<file path="src/rtl/btb_pkg.sv">
// btb_pkg: shared constants and types for the branch target buffer storage.
//   - Geometry: BTB_SETS sets of SET_W bits, two WAY_W-bit ways per set.
//   - Way layout: valid | tag | target | state | pad (bit positions below).
//   - flush_state_e: states of the flush sweep controller.
//   - clear_valid(): returns a set with both way valid bits cleared.
package btb_pkg;

  localparam int BTB_SETS = 8;
  localparam int IDX_W    = 3;
  localparam int SET_W    = 128;
  localparam int WAY_W    = 64;

  // Field positions within one way.
  localparam int VALID_BIT = 63;
  localparam int TAG_HI    = 62;
  localparam int TAG_LO    = 36;
  localparam int TARGET_HI = 35;
  localparam int TARGET_LO = 4;
  localparam int STATE_HI  = 3;
  localparam int STATE_LO  = 2;

  // Valid bits of way1 (upper half) and way2 (lower half) within a set.
  localparam int WAY1_VALID = WAY_W + VALID_BIT;
  localparam int WAY2_VALID = VALID_BIT;

  localparam logic [1:0] STRONG_NOT_TAKEN = 2'b00;

  typedef enum logic {
    IDLE  = 1'b0,
    FLUSH = 1'b1
  } flush_state_e;

  // Invalidate both ways while keeping tag/target/state for debug visibility.
  function automatic logic [SET_W-1:0] clear_valid(input logic [SET_W-1:0] set_in);
    logic [SET_W-1:0] set_out;
    set_out             = set_in;
    set_out[WAY1_VALID] = 1'b0;
    set_out[WAY2_VALID] = 1'b0;
    return set_out;
  endfunction

endpackage

</file>
<file path="src/rtl/btb_flush_ctrl.sv">
// btb_flush_ctrl: sweeps all BTB sets once per flush request, one set per cycle.
// Ports:
//   clk, rst_n    - clock and synchronous active-low reset
//   flush         - one-cycle request; ignored while a sweep is running
//   busy          - high while the sweep is in progress (exactly BTB_SETS cycles)
//   clr_en        - clear strobe for set clr_index this cycle
//   clr_index     - set being cleared
module btb_flush_ctrl
  import btb_pkg::*;
(
  input  logic             clk,
  input  logic             rst_n,
  input  logic             flush,
  output logic             busy,
  output logic             clr_en,
  output logic [IDX_W-1:0] clr_index
);

  flush_state_e     state_reg;
  logic [IDX_W-1:0] count_reg;

  always_ff @(posedge clk) begin
    if (!rst_n) begin
      state_reg <= IDLE;
      count_reg <= '0;
    end else begin
      case (state_reg)
        IDLE: begin
          if (flush) begin
            state_reg <= FLUSH;
          end
          count_reg <= '0;
        end
        FLUSH: begin
          // Counter wraps 7 -> 0 naturally on the final clear.
          if (count_reg == IDX_W'(BTB_SETS - 1)) begin
            state_reg <= IDLE;
          end
          count_reg <= count_reg + 1'b1;
        end
        default: begin
          state_reg <= IDLE;
          count_reg <= '0;
        end
      endcase
    end
  end

  assign busy      = (state_reg == FLUSH);
  assign clr_en    = busy;
  assign clr_index = count_reg;

endmodule

</file>
<file path="src/rtl/btb_file.sv">
// btb_file: 8-set, 2-way branch target buffer storage with per-set LRU bit.
// Ports:
//   clk, rst_n       - clock and synchronous active-low reset
//   read_index       - IF-stage lookup index; read_set/read_LRU are its contents
//   read_set         - set contents (way1 [127:64], way2 [63:0]); write-first
//                      bypass from write_set, forced to zero while busy
//   read_LRU         - LRU bit of read_index, same bypass/force rules
//   update_index     - EX-stage read-modify-write index
//   update_set       - stored contents of update_index (never bypassed)
//   LRU              - full LRU vector, one bit per set
//   write_en         - commit write_set/next_LRU_write to update_index
//   write_set        - new set contents
//   next_LRU_write   - new LRU bit
//   flush            - one-cycle pulse: invalidate all entries over 8 cycles
//   busy             - flush sweep in progress; writes are dropped meanwhile
module btb_file
  import btb_pkg::*;
(
  input  logic                clk,
  input  logic                rst_n,
  input  logic [IDX_W-1:0]    read_index,
  output logic [SET_W-1:0]    read_set,
  output logic                read_LRU,
  input  logic [IDX_W-1:0]    update_index,
  output logic [SET_W-1:0]    update_set,
  output logic [BTB_SETS-1:0] LRU,
  input  logic                write_en,
  input  logic [SET_W-1:0]    write_set,
  input  logic                next_LRU_write,
  input  logic                flush,
  output logic                busy
);

  logic             clr_en;
  logic [IDX_W-1:0] clr_index;
  logic             wr_ok;
  logic             bypass;

  logic [SET_W-1:0]    set_mem [BTB_SETS];
  logic [BTB_SETS-1:0] lru_vec;

  btb_flush_ctrl u_flush_ctrl (
    .clk       (clk),
    .rst_n     (rst_n),
    .flush     (flush),
    .busy      (busy),
    .clr_en    (clr_en),
    .clr_index (clr_index)
  );

  // Writes are only honoured outside a sweep; a write coinciding with the
  // flush request lands first and is then invalidated by the sweep.
  assign wr_ok = write_en && !busy;

  genvar gi;
  generate
    for (gi = 0; gi < BTB_SETS; gi++) begin : g_set
      logic [SET_W-1:0] set_reg;
      logic             lru_reg;
      logic             wr_hit;
      logic             clr_hit;

      assign wr_hit  = wr_ok  && (update_index == IDX_W'(gi));
      assign clr_hit = clr_en && (clr_index    == IDX_W'(gi));

      always_ff @(posedge clk) begin
        if (!rst_n) begin
          set_reg <= '0;
          lru_reg <= 1'b0;
        end else if (wr_hit) begin
          set_reg <= write_set;
          lru_reg <= next_LRU_write;
        end else if (clr_hit) begin
          set_reg <= clear_valid(set_reg);
          lru_reg <= 1'b0;
        end
      end

      assign set_mem[gi] = set_reg;
      assign lru_vec[gi] = lru_reg;
    end
  endgenerate

  assign bypass = wr_ok && (update_index == read_index);

  always_comb begin
    read_set = set_mem[read_index];
    read_LRU = lru_vec[read_index];
    if (busy) begin
      read_set = '0;
      read_LRU = 1'b0;
    end else if (bypass) begin
      read_set = write_set;
      read_LRU = next_LRU_write;
    end
  end

  assign update_set = set_mem[update_index];
  assign LRU        = lru_vec;

endmodule
</file>
<file path="config.mk">
export PLATFORM = sky130hd
export DESIGN_NAME = btb_file
export DESIGN_NICKNAME = d
export VERILOG_FILES = /design/src/rtl/btb_pkg.sv /design/src/rtl/btb_flush_ctrl.sv /design/src/rtl/btb_file.sv
export SDC_FILE = /design/constraint.sdc
export NUM_CORES = 2
export LEC_CHECK = 0
export CORE_AREA = 2 2 377 379
export CTS_CLUSTER_SIZE = 24
export DETAILED_ROUTE_END_ITERATION = 6
export DIE_AREA = 0 0 379 381
export PLACE_DENSITY = 0.64
export REMOVE_ABC_BUFFERS = 1
export SLEW_MARGIN = 20
export SYNTH_ARGS = -nofsm -noshare
export SYNTH_HDL_FRONTEND = slang
export SYNTH_SLANG_ARGS = --single-unit
</file>
<file path="constraint.sdc">
create_clock -name clk -period 2.45 [get_ports clk]
set_input_delay 0.6125 -clock clk [delete_from_list [all_inputs] [get_ports clk]]
set_output_delay 0.6125 -clock clk [all_outputs]
set_load 0.03 [all_outputs]
</file>
======== Word level (Yosys, flattened, before mapping) ========
Index checks and enable logic that the tools add are counted.
cells by class
  reductions and logical operators ........ 29
  muxes and demuxes ....................... 48
  bitwise operators ....................... 3
  add/sub/neg operators ................... 1
  equality and inequality tests ........... 15
  $lt $le $gt $ge ......................... 3
operators with widths
  operator                                                                      number
  128-bit 2-to-1 mux                                                            22
  128-bit binary-select mux with 3-bit select                                   2
  3-bit equality test, second input constant                                    8
  1-bit 2-to-1 mux                                                              21
  1-bit logical AND                                                             18
  2-bit nonzero test                                                            8
  3-bit by 2-bit equality test with 1-bit output, second input constant         4
  4-bit greater-or-equal comparator, second input constant                      2
  3-bit inverter with 4-bit output                                              2
  3-bit by 1-bit equality test with 1-bit output, second input constant         2
  3-bit zero test                                                               2
  3-bit case mux with 2 select lines                                            1
  3-bit by 4-bit less-than comparator with 1-bit output, second input constant  1
  3-bit by 1-bit adder with 3-bit output, second input constant                 1
  1-bit binary-select mux with 3-bit select                                     1
  3-bit equality test                                                           1
  1-bit case mux with 2 select lines                                            1
  1-bit zero test                                                               1
  1-bit inverter                                                                1
storage, ports and cells
  register bits ........................... 1036
  bits of input ports ..................... 139

======== Logic depth before layout (Yosys ltp) ========
  depth in word-level cells ............... 6
  mapped depth ............................ 8

======== Modules after synthesis ========
From an unflattened synthesis, not the netlist that was laid out.
second synthesis, totals
  cell total of the unflattened synthesis .. 6141
  area, all modules ....................... 55593.3 um^2
modules (own cells, without submodules)
  module          sequential area each (um^2)  cells an instance  instances  area an instance (um^2)
  btb_file        20659.8                      6127               1          55426.9
  btb_flush_ctrl  80.1                         14                 1          166.4

======== Worst setup path before layout ========
No wires, ideal clock.
  path type ............................... input -> output
  from .................................... input port read_index[0]
  to ...................................... output port read_set[10]
  arrival ................................. 2303 ps
  setup slack ............................. -465 ps
  cell stages on the path ................. 7
  path through ............................ buf_2 or2_2 clkbuf_1 buf_2 o22ai_1 a211oi_1 nor3_1
between the ends
  cells in the longest elaborated chain, start to end .. 6
  elaborated cells between the ends (all ways) .. 8
  classes of those cells .................. eq/ne (1); mux (5); bitwise (1); reduce/logical (1)
ends and longest elaborated chain
  element                                                 line            text
  start, declared                                         btb_file.sv:21  input logic [IDX_W-1:0] read_index,
  3-bit inverter with 4-bit output (implied by the code)  btb_file.sv:87  read_set = set_mem[read_index];
  128-bit binary-select mux with 3-bit select             btb_file.sv:87
  128-bit 2-to-1 mux (implied by the code) (2 in a row)   btb_file.sv:87
  128-bit 2-to-1 mux *                                    btb_file.sv:92  end else if (bypass) begin
  128-bit 2-to-1 mux *                                    btb_file.sv:89  if (busy) begin
  end, declared                                           btb_file.sv:22  output logic [SET_W-1:0] read_set,
Mark *: on every way between the ends. The rest lies on a longest branch, timed or not. The select of a mux whose other input is x is not followed.

======== Worst setup path in the final report ========
  from .................................... input port read_index[1]
  to ...................................... output port read_set[49]
Same word-level chain as after synthesis.

==> metrics.yaml <==
sta:
  fmax_mhz: 321.6
  tns_ps: -123920
  period_share_pct: 126.9
  slew_headroom_pct: 44.47
  rsz0062_at_grt: "yes"
  tightest_slew_ps: 832.9
  setup_ws_ps: -659.5
  hold_viol_final: 0
  slew_viol_final: 0
  fin_skew_ps: 15.71
  finalSetupViolations: 258
  period_minus_slack_ps: 3109
  whs_ps: 370.4
detailed_routing:
  dr_total_vias: 50940
  drt_iter0_drc: 5163
  viasPerCell: 5.826
  drc: 0
  dr.pass1.iters: 5
  totalWireLength_mm: 218.6
  wl_per_cell_um: 25.00
  antenna_left: 0
worst_setup_path:
  end_kind: "primary output"
  critPathMaxStageDelay_ps: 310
  critPathSlowestCell: "and4_4"
  rr_worst_depth: 9
  cp.depth: 11
  r2r_start: "u_flush_ctrl.busy$_SDFF_PN0_"
  path_delay_family: "buffers and inverters"
  cp.required_ps: 1840
  worstPathCellList: "bufbuf_16 -> buf_12 -> xnor2_4 -> and4_4 -> buf_12 -> buf_12 -> buf_16 -> buf_12 -> a211oi_2 -> nor3_2 -> buf_4"
  crit_buf_inv: 7
  crit_type: "in -> out"
  start_kind: "input port"
  cp.arrival_ps: 2500
  path_max_fanout: 7
  timing.critical_path.mode_cell: "buf_12"
  crit_start: "read_index[1]"
floorplanning:
  die_h_um: 381
  core-area_mm2: 0.1406
  die_x_um: 379
  io_pins: 405
  die_area_mm2: 0.1444
  start_util_pct: 39.73
  num_rows: 138
grt:
  grt_pass1_vias: 50090
  grt_max_degree: 113
  track_usage_pct: 29.24
  grt_pass1_wl_mm: 321.7
  overflow: 0
  antenna_found_initial: 1
synthesis:
  synth_seq_area_share_pct: 37.14
  synth_top_area_cell: "dfxtp_1"
  syn_area_mm2: 0.05584
  syn_inst: 6165
  synth_top_area_share_pct: 37.14
  synth_cell_type_count: 35
  synth_flop_cell: "dfxtp_1"
  synth_area_leaders: "dfxtp_1, mux4_2, nand2_1, a21boi_0, a21boi_1"
  synth_edf_count: 0
  ys_ff_latch: 1036
  yosysWarnings: 0
  synthArstFlopShare_pct: 0
  synth_area_per_cell_um2: 9.058
layout:
  final_cells: 8743
  fin_nets: 6902
  final_cell_mix: "nand2_1, dfxtp_1, a21boi_0, buf_4, mux4_2"
  area.growth.synth_to_final_pct: 32.76
  fill_cells: 12330
  final_common_cell: "nand2_1"
  drive_above_1_share_pct: 28.96
  largest_reg_flops: 1024
  post-route-util_pct: 52.74
placed_design:
  place_inst: 8363
  place_congestion: 0.8878
  dp_hpwl_mm: 134.7
  portBuffers: 404
pwr:
  power_density_mw_per_mm2: 568.4
  ir_drop_mv: 0.6051
  power_leakage_nw: 27.00
worst_hold_path:
  hp-start: "rst_n"
  whs_path_depth: 2
  hold_class: "in -> reg"
clock_tree:
  clock_latency_ps: 760
  cts_root_buf: "clkbuf_16"
  clk_transition_reported_paths_ps: 60
  htreeDepth: 3
  clock-sinks: 1036
  cts_buffers: 112
  hold_buffers: 0
  clockBufferDepth: 3
  cts_tree: "done"
outcome:
  status: "complete, but fails checks"
  failed_checks: "setup timing"
job:
  maxCapViolations: 0
## per-layer routing
layer	up-vias	part of all wire, %	routed length, µm	global-route usage [%]
met5	-	0	0	0
met4	0	4.7	10320	13.53
met3	535	9.0	19580	5.088
met2	2633	46	101400	47.15
met1	25220	40	87290	38.04
li1	22550	-	-	-
## stage by stage
| stage | cell area [µm²] | setup slack [ps] | power (mW) |
|---|---|---|---|
| 2_1_floorplan | 52260 | -4749 | 19.54 |
| 3_3_place_gp | 65030 | -1054 | 22.65 |
| 3_5_place_dp | 65030 | -1092 | 22.71 |
| 4_1_cts | 72990 | -681.9 | 42.02 |
| 5_1_grt | 74130 | -710.1 | 43.16 |
| 6_report | 74130 | -659.5 | 42.13 |
## layout make-up
| class | count | area [µm²] | area share (%) |
|---|---|---|---|
| Antenna cell | 1 | 2.502 | 0.003376 |
| Clock buffer | 161 | 3393 | 4.577 |
| Clock inverter | 48 | 699.4 | 0.9435 |
| Inverter | 4 | 15.01 | 0.02025 |
| Multi-Input combinational cell | 4429 | 33060 | 44.60 |
| Sequential cell | 1036 | 20800 | 28.06 |
| Tap cell | 1890 | 2365 | 3.190 |
| Timing Repair Buffer | 1174 | 13790 | 18.60 |
## timing repair
| action | CTS | global route |
|---|---|---|
| buffers inserted | 138 | 44 |
| cloned | 29 | 4 |
| gates resized for setup | 775 | 304 |
| setup endpoints to repair | 266 | 258 |
| pin swaps | 71 | 60 |
## where the power goes
group / internal [mW] / total, mW / leakage (nW) / switching (mW)
sequential: 17.1 / 17.4 / 8.39 / 0.223
combinational: 2.74 / 5.89 / 16.6 / 3.15
clock: 11.4 / 18.9 / 2.02 / 7.51
total: 31.3 / 42.1 / 27.0 / 10.9
## worst paths after layout
check	endpoint	slack (ps)
hold / removal	g_set[5].set_reg[48]$_SDFFE_PN0P_	370
hold reg to reg	g_set[5].set_reg[23]$_SDFFE_PN0P_	460
setup / recovery	read_set[49]	-660
setup reg to reg	g_set[6].set_reg[38]$_SDFFE_PN0P_	310
## cell usage after synthesis, types with 3 or more instances
master    instances
a21boi_1        378
nor2_1          133
dfxtp_1        1036
buf_2           217
buf_4            75
nand2_1        2045
mux4_2          386
mux2_2          128
inv_1             4
buf_6            56
nand3_1          32
a21boi_0        654
nor3_1          128
xnor2_1           3
mux2i_1         258
a211oi_1        129
clkbuf_1        331
o22ai_1         128
buf_1            17
ha_1              6
## cell families (layout without fill, tap and decap cells)
group           Yosys count  after routing  share of synthesized area [%]
simple gates           2359           2359                          16.41
compound gates         1289           1289                          17.04
flops                  1036           1036                          37.14
mux                     772            772                          22.77
buf+inv                 700           1387                          6.449
fa+ha+maj                 6              6                         0.1344
xor+xnor                  3              3                        0.04706
other cells               0              1                              0
Note: power is estimated with default switching activity, not from simulation.
